File: src/rtl/mips_pkg.sv
// Shared decode constants for the MIPS-subset ID stage: opcodes, funct codes,
// ALU operation encodings and the bit layout of the control bundle.
package mips_pkg;

   localparam int CTRL_W = 10;

   localparam logic [5:0] OP_RTYPE = 6'h00;
   localparam logic [5:0] OP_J     = 6'h02;
   localparam logic [5:0] OP_JAL   = 6'h03;
   localparam logic [5:0] OP_BEQ   = 6'h04;
   localparam logic [5:0] OP_BNE   = 6'h05;
   localparam logic [5:0] OP_ADDI  = 6'h08;
   localparam logic [5:0] OP_ANDI  = 6'h0C;
   localparam logic [5:0] OP_ORI   = 6'h0D;
   localparam logic [5:0] OP_LW    = 6'h23;
   localparam logic [5:0] OP_SW    = 6'h2B;

   localparam logic [5:0] FN_JR    = 6'h08;
   localparam logic [5:0] FN_JALR  = 6'h09;
   localparam logic [5:0] FN_ADD   = 6'h20;
   localparam logic [5:0] FN_SUB   = 6'h22;
   localparam logic [5:0] FN_AND   = 6'h24;
   localparam logic [5:0] FN_OR    = 6'h25;
   localparam logic [5:0] FN_SLT   = 6'h2A;

   typedef enum logic [3:0] {
      ALU_NONE = 4'd0,
      ALU_ADD  = 4'd1,
      ALU_SUB  = 4'd2,
      ALU_AND  = 4'd3,
      ALU_OR   = 4'd4,
      ALU_SLT  = 4'd5,
      ALU_LINK = 4'd6
   } alu_op_t;

   localparam int CTRL_REG_WRITE  = 9;
   localparam int CTRL_MEM_READ   = 8;
   localparam int CTRL_MEM_WRITE  = 7;
   localparam int CTRL_MEM_TO_REG = 6;
   localparam int CTRL_ALU_SRC    = 5;
   localparam int CTRL_REG_DST    = 4;
   localparam int CTRL_ALU_MSB    = 3;
   localparam int CTRL_ALU_LSB    = 0;

   function automatic logic [CTRL_W-1:0] mk_ctrl(input logic rw, input logic mr,
                                                 input logic mw, input logic m2r,
                                                 input logic src, input logic dst,
                                                 input alu_op_t alu);
      logic [CTRL_W-1:0] c;
      c = '0;
      c[CTRL_REG_WRITE]  = rw;
      c[CTRL_MEM_READ]   = mr;
      c[CTRL_MEM_WRITE]  = mw;
      c[CTRL_MEM_TO_REG] = m2r;
      c[CTRL_ALU_SRC]    = src;
      c[CTRL_REG_DST]    = dst;
      c[CTRL_ALU_MSB:CTRL_ALU_LSB] = alu;
      return c;
   endfunction

endpackage

File: src/rtl/register_file.sv
// 32-entry register file, two combinational reads and one posedge write.
// Entry 0 is hardwired to zero. Build with DECODE_BYPASS_EN to forward same-cycle writeback.
module register_file #(
   parameter int NB_REG  = 32,
   parameter int NB_ADDR = 5
) (
   input  logic               i_clock,
   input  logic               i_reset,
   input  logic               we,
   input  logic [NB_ADDR-1:0] wr_addr,
   input  logic [NB_REG-1:0]  wr_data,
   input  logic [NB_ADDR-1:0] rd_addr_a,
   input  logic [NB_ADDR-1:0] rd_addr_b,
   output logic [NB_REG-1:0]  rd_data_a,
   output logic [NB_REG-1:0]  rd_data_b
);

   localparam int N_ENTRIES = 2**NB_ADDR;

   logic [NB_REG-1:0] regs [N_ENTRIES];
   logic              wr_ok;

   assign wr_ok = we && (wr_addr != '0);

   always_ff @(posedge i_clock or negedge i_reset) begin
      if (!i_reset) begin
         for (int i = 0; i < N_ENTRIES; i++) regs[i] <= '0;
      end else if (wr_ok) begin
         regs[wr_addr] <= wr_data;
      end
   end

   always_comb begin
      rd_data_a = (rd_addr_a == '0) ? '0 : regs[rd_addr_a];
      rd_data_b = (rd_addr_b == '0) ? '0 : regs[rd_addr_b];
`ifdef DECODE_BYPASS_EN
      if (wr_ok && (wr_addr == rd_addr_a)) rd_data_a = wr_data;
      if (wr_ok && (wr_addr == rd_addr_b)) rd_data_b = wr_data;
`endif
   end

endmodule

File: src/rtl/instruction_decode.sv
// ID stage: IF/ID register, decode, load-use stall, early branch/jump redirect and ID/EX register.
// DECODE_BYPASS_EN (in register_file) selects writeback-to-read forwarding.
module instruction_decode
   import mips_pkg::*;
#(
   parameter int NB_REG   = 32,
   parameter int NB_INSTR = 32,
   parameter int NB_ADDR  = 5,
   parameter int NB_INM_I = 16,
   parameter int NB_INM_J = 26,
   parameter int NB_CTRL  = 10
) (
   input  logic                i_clock,
   input  logic                i_reset,
   input  logic                i_valid,
   input  logic [NB_INSTR-1:0] i_instruction,
   input  logic [NB_REG-1:0]   i_pc,
   input  logic                i_wb_we,
   input  logic [NB_ADDR-1:0]  i_wb_addr,
   input  logic [NB_REG-1:0]   i_wb_data,
   input  logic                i_ex_mem_read,
   input  logic [NB_ADDR-1:0]  i_ex_rt,
   output logic [NB_REG-1:0]   o_rs_data,
   output logic [NB_REG-1:0]   o_rt_data,
   output logic [NB_REG-1:0]   o_inm_ext,
   output logic [NB_REG-1:0]   o_pc,
   output logic [NB_ADDR-1:0]  o_rt_addr,
   output logic [NB_ADDR-1:0]  o_rd_addr,
   output logic [NB_CTRL-1:0]  o_ctrl,
   output logic                o_branch,
   output logic                o_jump_inm,
   output logic                o_jump_rs,
   output logic [NB_INM_I-1:0] o_inm_i,
   output logic [NB_INM_J-1:0] o_inm_j,
   output logic [NB_REG-1:0]   o_rs,
   output logic                o_nop_reg,
   output logic                o_stall
);

   logic [NB_INSTR-1:0] if_instr;
   logic [NB_REG-1:0]   if_pc;
   logic                nop_q;

   logic [5:0]          opcode;
   logic [5:0]          funct;
   logic [NB_ADDR-1:0]  rs_addr;
   logic [NB_ADDR-1:0]  rt_addr;
   logic [NB_ADDR-1:0]  dec_rd;
   logic [NB_REG-1:0]   rs_data;
   logic [NB_REG-1:0]   rt_data;
   logic [NB_REG-1:0]   inm_ext;
   logic [CTRL_W-1:0]   dec_ctrl;
   logic                reads_rt;
   logic                zero_ext;
   logic                stall;
   logic                advance;
   logic                redirect;

   assign opcode  = if_instr[31:26];
   assign funct   = if_instr[5:0];
   assign rs_addr = if_instr[25:21];
   assign rt_addr = if_instr[20:16];

   register_file #(
      .NB_REG  (NB_REG),
      .NB_ADDR (NB_ADDR)
   ) u_register_file (
      .i_clock   (i_clock),
      .i_reset   (i_reset),
      .we        (i_wb_we & i_valid),
      .wr_addr   (i_wb_addr),
      .wr_data   (i_wb_data),
      .rd_addr_a (rs_addr),
      .rd_addr_b (rt_addr),
      .rd_data_a (rs_data),
      .rd_data_b (rt_data)
   );

   // Branches and plain jumps resolve here, so they carry no EX work; links write rd / $31.
   always_comb begin
      dec_ctrl = '0;
      reads_rt = 1'b0;
      zero_ext = 1'b0;
      dec_rd   = if_instr[15:11];
      case (opcode)
         OP_RTYPE: begin
            case (funct)
               FN_ADD:  begin dec_ctrl = mk_ctrl(1'b1, 1'b0, 1'b0, 1'b0, 1'b0, 1'b1, ALU_ADD);  reads_rt = 1'b1; end
               FN_SUB:  begin dec_ctrl = mk_ctrl(1'b1, 1'b0, 1'b0, 1'b0, 1'b0, 1'b1, ALU_SUB);  reads_rt = 1'b1; end
               FN_AND:  begin dec_ctrl = mk_ctrl(1'b1, 1'b0, 1'b0, 1'b0, 1'b0, 1'b1, ALU_AND);  reads_rt = 1'b1; end
               FN_OR:   begin dec_ctrl = mk_ctrl(1'b1, 1'b0, 1'b0, 1'b0, 1'b0, 1'b1, ALU_OR);   reads_rt = 1'b1; end
               FN_SLT:  begin dec_ctrl = mk_ctrl(1'b1, 1'b0, 1'b0, 1'b0, 1'b0, 1'b1, ALU_SLT);  reads_rt = 1'b1; end
               FN_JALR: dec_ctrl = mk_ctrl(1'b1, 1'b0, 1'b0, 1'b0, 1'b0, 1'b1, ALU_LINK);
               default: ;
            endcase
         end
         OP_ADDI: dec_ctrl = mk_ctrl(1'b1, 1'b0, 1'b0, 1'b0, 1'b1, 1'b0, ALU_ADD);
         OP_ANDI: begin dec_ctrl = mk_ctrl(1'b1, 1'b0, 1'b0, 1'b0, 1'b1, 1'b0, ALU_AND); zero_ext = 1'b1; end
         OP_ORI:  begin dec_ctrl = mk_ctrl(1'b1, 1'b0, 1'b0, 1'b0, 1'b1, 1'b0, ALU_OR);  zero_ext = 1'b1; end
         OP_LW:   dec_ctrl = mk_ctrl(1'b1, 1'b1, 1'b0, 1'b1, 1'b1, 1'b0, ALU_ADD);
         OP_SW:   begin dec_ctrl = mk_ctrl(1'b0, 1'b0, 1'b1, 1'b0, 1'b1, 1'b0, ALU_ADD); reads_rt = 1'b1; end
         OP_BEQ,
         OP_BNE:  reads_rt = 1'b1;
         OP_JAL:  begin dec_ctrl = mk_ctrl(1'b1, 1'b0, 1'b0, 1'b0, 1'b0, 1'b1, ALU_LINK); dec_rd = '1; end
         default: ;
      endcase
   end

   assign inm_ext = {{(NB_REG-NB_INM_I){zero_ext ? 1'b0 : if_instr[NB_INM_I-1]}},
                     if_instr[NB_INM_I-1:0]};

   assign stall = i_ex_mem_read && (i_ex_rt != '0) &&
                  ((i_ex_rt == rs_addr) || (reads_rt && (i_ex_rt == rt_addr)));

   assign advance    = i_valid && !stall;
   assign o_branch   = advance && (((opcode == OP_BEQ) && (rs_data == rt_data)) ||
                                   ((opcode == OP_BNE) && (rs_data != rt_data)));
   assign o_jump_inm = advance && ((opcode == OP_J) || (opcode == OP_JAL));
   assign o_jump_rs  = advance && (opcode == OP_RTYPE) && ((funct == FN_JR) || (funct == FN_JALR));
   assign redirect   = o_branch || o_jump_inm || o_jump_rs;

   assign o_stall   = stall;
   assign o_rs      = rs_data;
   assign o_inm_i   = if_instr[NB_INM_I-1:0];
   assign o_inm_j   = if_instr[NB_INM_J-1:0];
   assign o_nop_reg = nop_q;

   always_ff @(posedge i_clock or negedge i_reset) begin
      if (!i_reset) begin
         if_instr <= '0;
         if_pc    <= '0;
         nop_q    <= 1'b0;
      end else if (i_valid) begin
         nop_q <= redirect;
         if (redirect) begin
            if_instr <= '0;
            if_pc    <= '0;
         end else if (!stall) begin
            if_instr <= i_instruction;
            if_pc    <= i_pc;
         end
      end
   end

   // A stall issues a fully cleared bubble into EX.
   always_ff @(posedge i_clock or negedge i_reset) begin
      if (!i_reset) begin
         o_rs_data <= '0;
         o_rt_data <= '0;
         o_inm_ext <= '0;
         o_pc      <= '0;
         o_rt_addr <= '0;
         o_rd_addr <= '0;
         o_ctrl    <= '0;
      end else if (i_valid) begin
         if (stall) begin
            o_rs_data <= '0;
            o_rt_data <= '0;
            o_inm_ext <= '0;
            o_pc      <= '0;
            o_rt_addr <= '0;
            o_rd_addr <= '0;
            o_ctrl    <= '0;
         end else begin
            o_rs_data <= rs_data;
            o_rt_data <= rt_data;
            o_inm_ext <= inm_ext;
            o_pc      <= if_pc;
            o_rt_addr <= rt_addr;
            o_rd_addr <= dec_rd;
            o_ctrl    <= dec_ctrl;
         end
      end
   end

endmodule

File: config.mk
export PLATFORM = sky130hd
export DESIGN_NAME = instruction_decode
export DESIGN_NICKNAME = d
export VERILOG_FILES = /design/src/rtl/mips_pkg.sv /design/src/rtl/register_file.sv /design/src/rtl/instruction_decode.sv
export SDC_FILE = /design/constraint.sdc
export NUM_CORES = 2
export LEC_CHECK = 0
export CORE_MARGIN = 8
export CORE_UTILIZATION = 53
export DETAILED_ROUTE_END_ITERATION = 10
export PLACE_DENSITY = 0.8
export SLEW_MARGIN = 5
export SYNTH_ARGS = -nofsm -noshare
export SYNTH_HDL_FRONTEND = slang
export SYNTH_HIERARCHICAL = 1
export SYNTH_SLANG_ARGS = --single-unit
File: constraint.sdc
create_clock -name i_clock -period 12.39 [get_ports i_clock]
set_input_delay 1.8585 -clock i_clock [delete_from_list [all_inputs] [get_ports i_clock]]
set_output_delay 1.8585 -clock i_clock [all_outputs]
set_load 0.02 [all_outputs]
After elaboration in Yosys (flattened, before gate mapping)
Cells that the tools add are included.
{ "word_totals": {"ff_bits": 1237, "latch_bits": 0, "ramBits": 0, "romBits": 0, "input_bits": 111, "wordCells": 128, "mem_count": 0} }
{ "op_classes": {"n_addsub": 0, "multipliers": 0, "div_mod_pow": 0, "order_cmp": 4, "n_eq_ne": 21, "n_shift": 0, "muxes": 29, "n_bitwise": 4, "reduce_logical": 28} }
{ "op_table": {"columns": ["operator", "n"], "rows": [
  ["bitwise mux 1024 bit", 1],
  ["2-to-1 mux 32 bit", 15],
  ["binary-select mux 32 bit (select 5 bit)", 2],
  ["demux 32 bit (select 5 bit)", 1],
  ["case mux 10 bit (7 select lines)", 1],
  ["case mux 10 bit (6 select lines)", 1],
  ["equality test 6 bit, second input constant", 7],
  ["equality test 32 bit", 1],
  ["!= test 32 bit", 1],
  ["equality test 6 x 4 -> 1 bit, second input constant", 5],
  [">= comparator 6 bit, second input constant", 3],
  ["inverter 5 -> 6 bit", 3],
  ["2-to-1 mux 5 bit", 3],
  ["equality test 6 x 2 -> 1 bit, second input constant", 2],
  ["equality test 6 x 3 -> 1 bit, second input constant", 2],
  ["logical AND 1 bit", 12],
  ["equality test 5 bit", 2],
  ["zero test 5 bit", 2],
  ["2-to-1 mux 10 bit", 1],
  ["nonzero test 5 bit", 2],
  ["zero test 6 bit", 1],
  ["logical OR 1 bit", 6],
  ["less-than comparator 6 x 1 -> 1 bit, second input constant", 1],
  ["OR reduction 5 bit", 1],
  ["other kinds (8)", 10]
]} }

Longest topological paths before layout
{ "depth": {"depth_word": 14, "mapped_depth": 17} }

Cells and area by module
The synthesis kept the hierarchy.
{ "modules_own_cells": {"columns": ["module", "instances", "cells_each", "area_per_inst_um2", "seq_area_each_um2"], "rows": [
  ["register_file", 1, 3664, 54345.9, 25624.6],
  ["instruction_decode", 1, 792, 8846.0, 4904.7]
]} }

Least setup slack after synthesis
Ideal clock, no wire load.
{ "synth_path": {"kind": "register to output", "startpoint": "register if_instr[21]", "endpoint": "output port o_branch", "arrival_ns": 4.569, "t_required_ns": 10.531, "setup_slack_ns": 5.963, "path_stages_with_launch": 17, "cell_sequence": "dfrtp_1 > clkbuf_2 > buf_4 > buf_6 > buf_6 > mux2i_1 > a22oi_1 > a31oi_1 > a2111oi_0 > xor2_1 > nor4_1 > nand4_1 > or3_1 > a21o_1 > clkbuf_1 > clkbuf_1 > nor2_1"} }
{ "synth_via": {"elab_chain_cells": 9, "word_cells_on_any_way": 17, "cone_classes": "eq/ne (3); mux (4); bitwise (1); reduce/logical (9)"} }
{ "synth_lines": {"columns": ["item", "line_no", "rtl"], "rows": [
  ["from (decl)", "instruction_decode.sv:40", "logic [NB_INSTR-1:0] if_instr;"],
  ["from (signal assigned)", "instruction_decode.sv:139", "if_instr <= i_instruction;"],
  ["inverter 5 -> 6 bit (not written as such)", "register_file.sv:34", "rd_data_a = (rd_addr_a == '0) ? '0 : regs[rd_addr_a];"],
  ["binary-select mux 32 bit (select 5 bit)", "register_file.sv:34", null],
  ["2-to-1 mux 32 bit (not written as such) (2 in series)", "register_file.sv:34", null],
  ["2-to-1 mux 32 bit *", "register_file.sv:34", null],
  ["named net o_rs[27]", "instruction_decode.sv:35", "output logic [NB_REG-1:0] o_rs,"],
  ["equality test 32 bit / != test 32 bit (equally long branches)", "instruction_decode.sv:116, instruction_decode.sv:117", null],
  ["logical AND 1 bit, on equally long branches", "instruction_decode.sv:116, instruction_decode.sv:117", null],
  ["logical OR 1 bit *", "instruction_decode.sv:116", "assign o_branch = advance && (((opcode == OP_BEQ) && (rs_data == rt_data)) ||"],
  ["logical AND 1 bit *", "instruction_decode.sv:116", null],
  ["to (decl)", "instruction_decode.sv:30", "output logic o_branch,"]
]} }
The timed path passes the listed nets; every way through them passes the cells marked *. The select of a mux whose other input is x is not followed.

Worst setup path after layout
{ "layout_path": {"startpoint": "register if_instr[22]", "endpoint": "output port o_branch"} }
{ "layout_via": {"elab_chain_cells": 9, "word_cells_on_any_way": 17, "cone_classes": "eq/ne (3); mux (4); bitwise (1); reduce/logical (9)"} }
{ "layout_lines": {"columns": ["item", "line_no"], "rows": [
  ["inverter 5 -> 6 bit (not written as such)", "register_file.sv:34"],
  ["binary-select mux 32 bit (select 5 bit)", "register_file.sv:34"],
  ["2-to-1 mux 32 bit (not written as such) (2 in series)", "register_file.sv:34"],
  ["2-to-1 mux 32 bit", "register_file.sv:34"],
  ["equality test 32 bit / != test 32 bit (equally long branches)", "instruction_decode.sv:116, instruction_decode.sv:117"],
  ["logical AND 1 bit, on equally long branches", "instruction_decode.sv:116, instruction_decode.sv:117"],
  ["logical OR 1 bit", "instruction_decode.sv:116"],
  ["logical AND 1 bit *", "instruction_decode.sv:116"]
]} }
Every way passes the cells marked *; elsewhere a longest branch is shown, timed or not. The select of a mux whose other input is x is not followed.

==> metrics.txt <==
Slowest-stage cell, CP nor3_1; Core ar. approximately 120,000 sq um; crit path max fanout 45; top_reg_cell synth dfrtp_1; Clock Path Buffers 3; routed vias/inst slightly above 7; share of cells above drive strength 1 39.6%; grt total ovfl 0; vias in the first global route 44.3k; vias 43.4k; Critical Path RT ~11,000 ps; Fillers 8,711; sink count of the clock tree around 1.2k; Avg Inst Size Synth roughly 14 sq um; Lkg Pwr 30.9 nW; first-pass GRT wire length slightly above 300 mm; hpwl dp 121 mm; clock skew 27.1 ps; RSZ-0062 raised after global routing no; Tmin final about 9300 ps; max-slew violations 0; RR Startpoint if_instr[22]; die footprint between 100,000 and 150,000 sq um; flip-flop count of the largest register after layout about 1.0k; Biggest register u_register_file/regs; share of the synthesized area in the top cell type ~48%; largest area contributor in the netlist dfrtp_1; outcome complete, but fails checks; NumNets Final roughly 4.6k; WP buf/inv 3; crit path from if_instr[22]; hold slack between 300 and 400 ps; share of the yosys chip area belonging to registers about half; Syn-to-layout area delta 12.7%; Chip Height 361 um; die width between 300 and 400 um; Peak VDD IR 0.000132 V; CTS tree built; crit end category output pin; CP delay by family, top simple AND/OR/NAND/NOR gates; number of gates resized after CTS 0; Tcrit/Tclk final 75.4%; initial antenna violation count 15; Syn Inst Count between 4k and 5k; Remaining DRCs 0; setup_tns 0 ps; drt first pass iters 5; final worst setup slack between 3000 and 4000 ps; largest net degree at the start of global routing about 180; Final Wtd Congestion 0.896; Slew @ Worst Pin between 1000 and 1500 ps; number of synthesized register bits 1,220; CP Launch Type register; Worst path max stage delay roughly 1100 ps; failing checks capacitance limit; Initial Util between 50% and 60%; clock buffer count from CTS between 100 and 150; # hold bufs at CTS 0; asr flop ratio synth 100%; ratio of total power to cell area 166 nW/um^2; critical path, cell by cell or3b_2, buf_4, o221ai_1, a211oi_1, nor3_1, xor2_1, nor4_1, nand4_1, or3_1, a21o_2, buf_4, nor2_1, clkdlybuf4s50_1; Slew HR roughly 1.4%; Root Buffer clkbuf_16; Post-Route WL 205 mm; Final Setup Violations 0; library cells used by synthesis 58; Initial DRC Count approximately 5.8k; Clk pin slew, worst setup/hold paths 60 ps; Hold WC Path Type reg2reg; Hold Path Origin u_register_file/regs[1013]; Worst EP arrival 7480 ps; FMAX approximately 110 MHz; Synth area leaders dfrtp_1 (48%), mux2_2 (18%), mux4_2 (14%), mux2i_1 (4.0%), o2bb2ai_1 (1.7%); Post-synth EDFFs 0; Top Ports 338; PortBufs between 300 and 400; Post-DRT Antenna Nets 0; GR Util All Layers 30.6%; WL/cell 33.7 um; Final Power between 10 and 15 mW; worst slack, placed roughly 4000 ps; maxcap violations 1; placed cell count 5,865; Core Rows around 130; most instantiated library cell after synthesis dfrtp_1; total of warnings raised by yosys 6; number of non-filler instances in the completed layout between 6k and 7k; syn_nets 4,567; crit path kind reg2out; CTS H-tree lvls 3; most frequent cells after synthesis dfrtp_1 (1,220), mux2_2 (1,024), mux4_2 (405); synthesized area about 63,000 sq um; post-CTS setup buffer count 0; final hold vios 0; CP most frequent cell buf_4; clock latency at the later pin of the worst-skew pair 720 ps
==> per-layer routing <==
layer / track usage, % / share of wire (%)
met5: 0 / 0.036
met4: 17.1 / 6.5
met3: 9.17 / 12
met2: 46.5 / 45
met1: 39.2 / 37
==> per-stage QoR <==
stage / cell area (sq um) / utilization [%]
2_1_floorplan: 63200 / -
3_3_place_gp: 67000 / 56.6
3_5_place_dp: 67000 / 56.6
4_1_cts: 71200 / 60.2
5_1_grt: 71200 / 60.2
6_report: 71200 / 60.2
==> cell families (layout without fill, tap and decap cells) <==
logic type,after synthesis,count (layout),synth area share (%)
buf+inv,575,671,4.28
mux,1690,1690,36.8
compound gates,548,548,7.02
other cells,1,10,0.00593
simple gates,379,379,2.96
flops,1220,1220,48.3
xor+xnor,43,43,0.596
==> path summary, 6_finish.rpt <==
path | endpoint | slack [ps] | cells past startpoint
max in group asynchronous | if_instr[21] | 8650 | 3
min in group asynchronous | o_pc[27] | 1120 | 1
hold reg to reg | u_register_file/regs[1013] | 400 | 0
hold / removal | u_register_file/regs[1013] | 400 | 0
setup / recovery | o_branch | 3050 | 13
setup reg to reg | if_instr[23] | 5620 | 13
==> cell usage in the layout (no fill, tap or decap), types with 50 or more instances in the layout <==
| cell type | instances |
|---|---|
| a211oi_1 | 52 |
| a22o_1 | 54 |
| a22oi_1 | 66 |
| a32o_1 | 64 |
| buf_4 | 98 |
| clkbuf_16 | 121 |
| clkdlybuf4s50_1 | 334 |
| dfrtp_1 | 1212 |
| mux2_2 | 1024 |
| mux2i_1 | 254 |
| mux4_2 | 405 |
| nand2_1 | 147 |
| nor3_1 | 50 |
| o2bb2ai_1 | 122 |
==> power breakdown <==
part           leakage, nW  internal (mW)  total, mW  switching [mW]
sequential            16.1           4.52       5.03           0.506
clock                 2.05           2.26       3.88            1.61
combinational         12.7           1.40       2.88            1.48
==> cell type report <==
class	instances	area (sq um)	share of cell area (%)
inverters	9	36.3	0.0510
repair buffers	439	4220	5.93
clock inverters	64	821	1.15
diodes	9	22.5	0.0316
multi-input cells	2661	30200	42.5
clock buffers	159	3370	4.73
well taps	1536	1920	2.70
flip-flops and latches	1220	30600	42.9
==> worst reg2reg max path: cells and delay by family, from the launching register on <==
family,cells,cell delay [ps]
simple gates,5,3240
buf+inv,3,1060
flops,1,1020
compound gates,4,950
xor+xnor,1,340
Note: power is estimated with default switching activity, not from simulation.
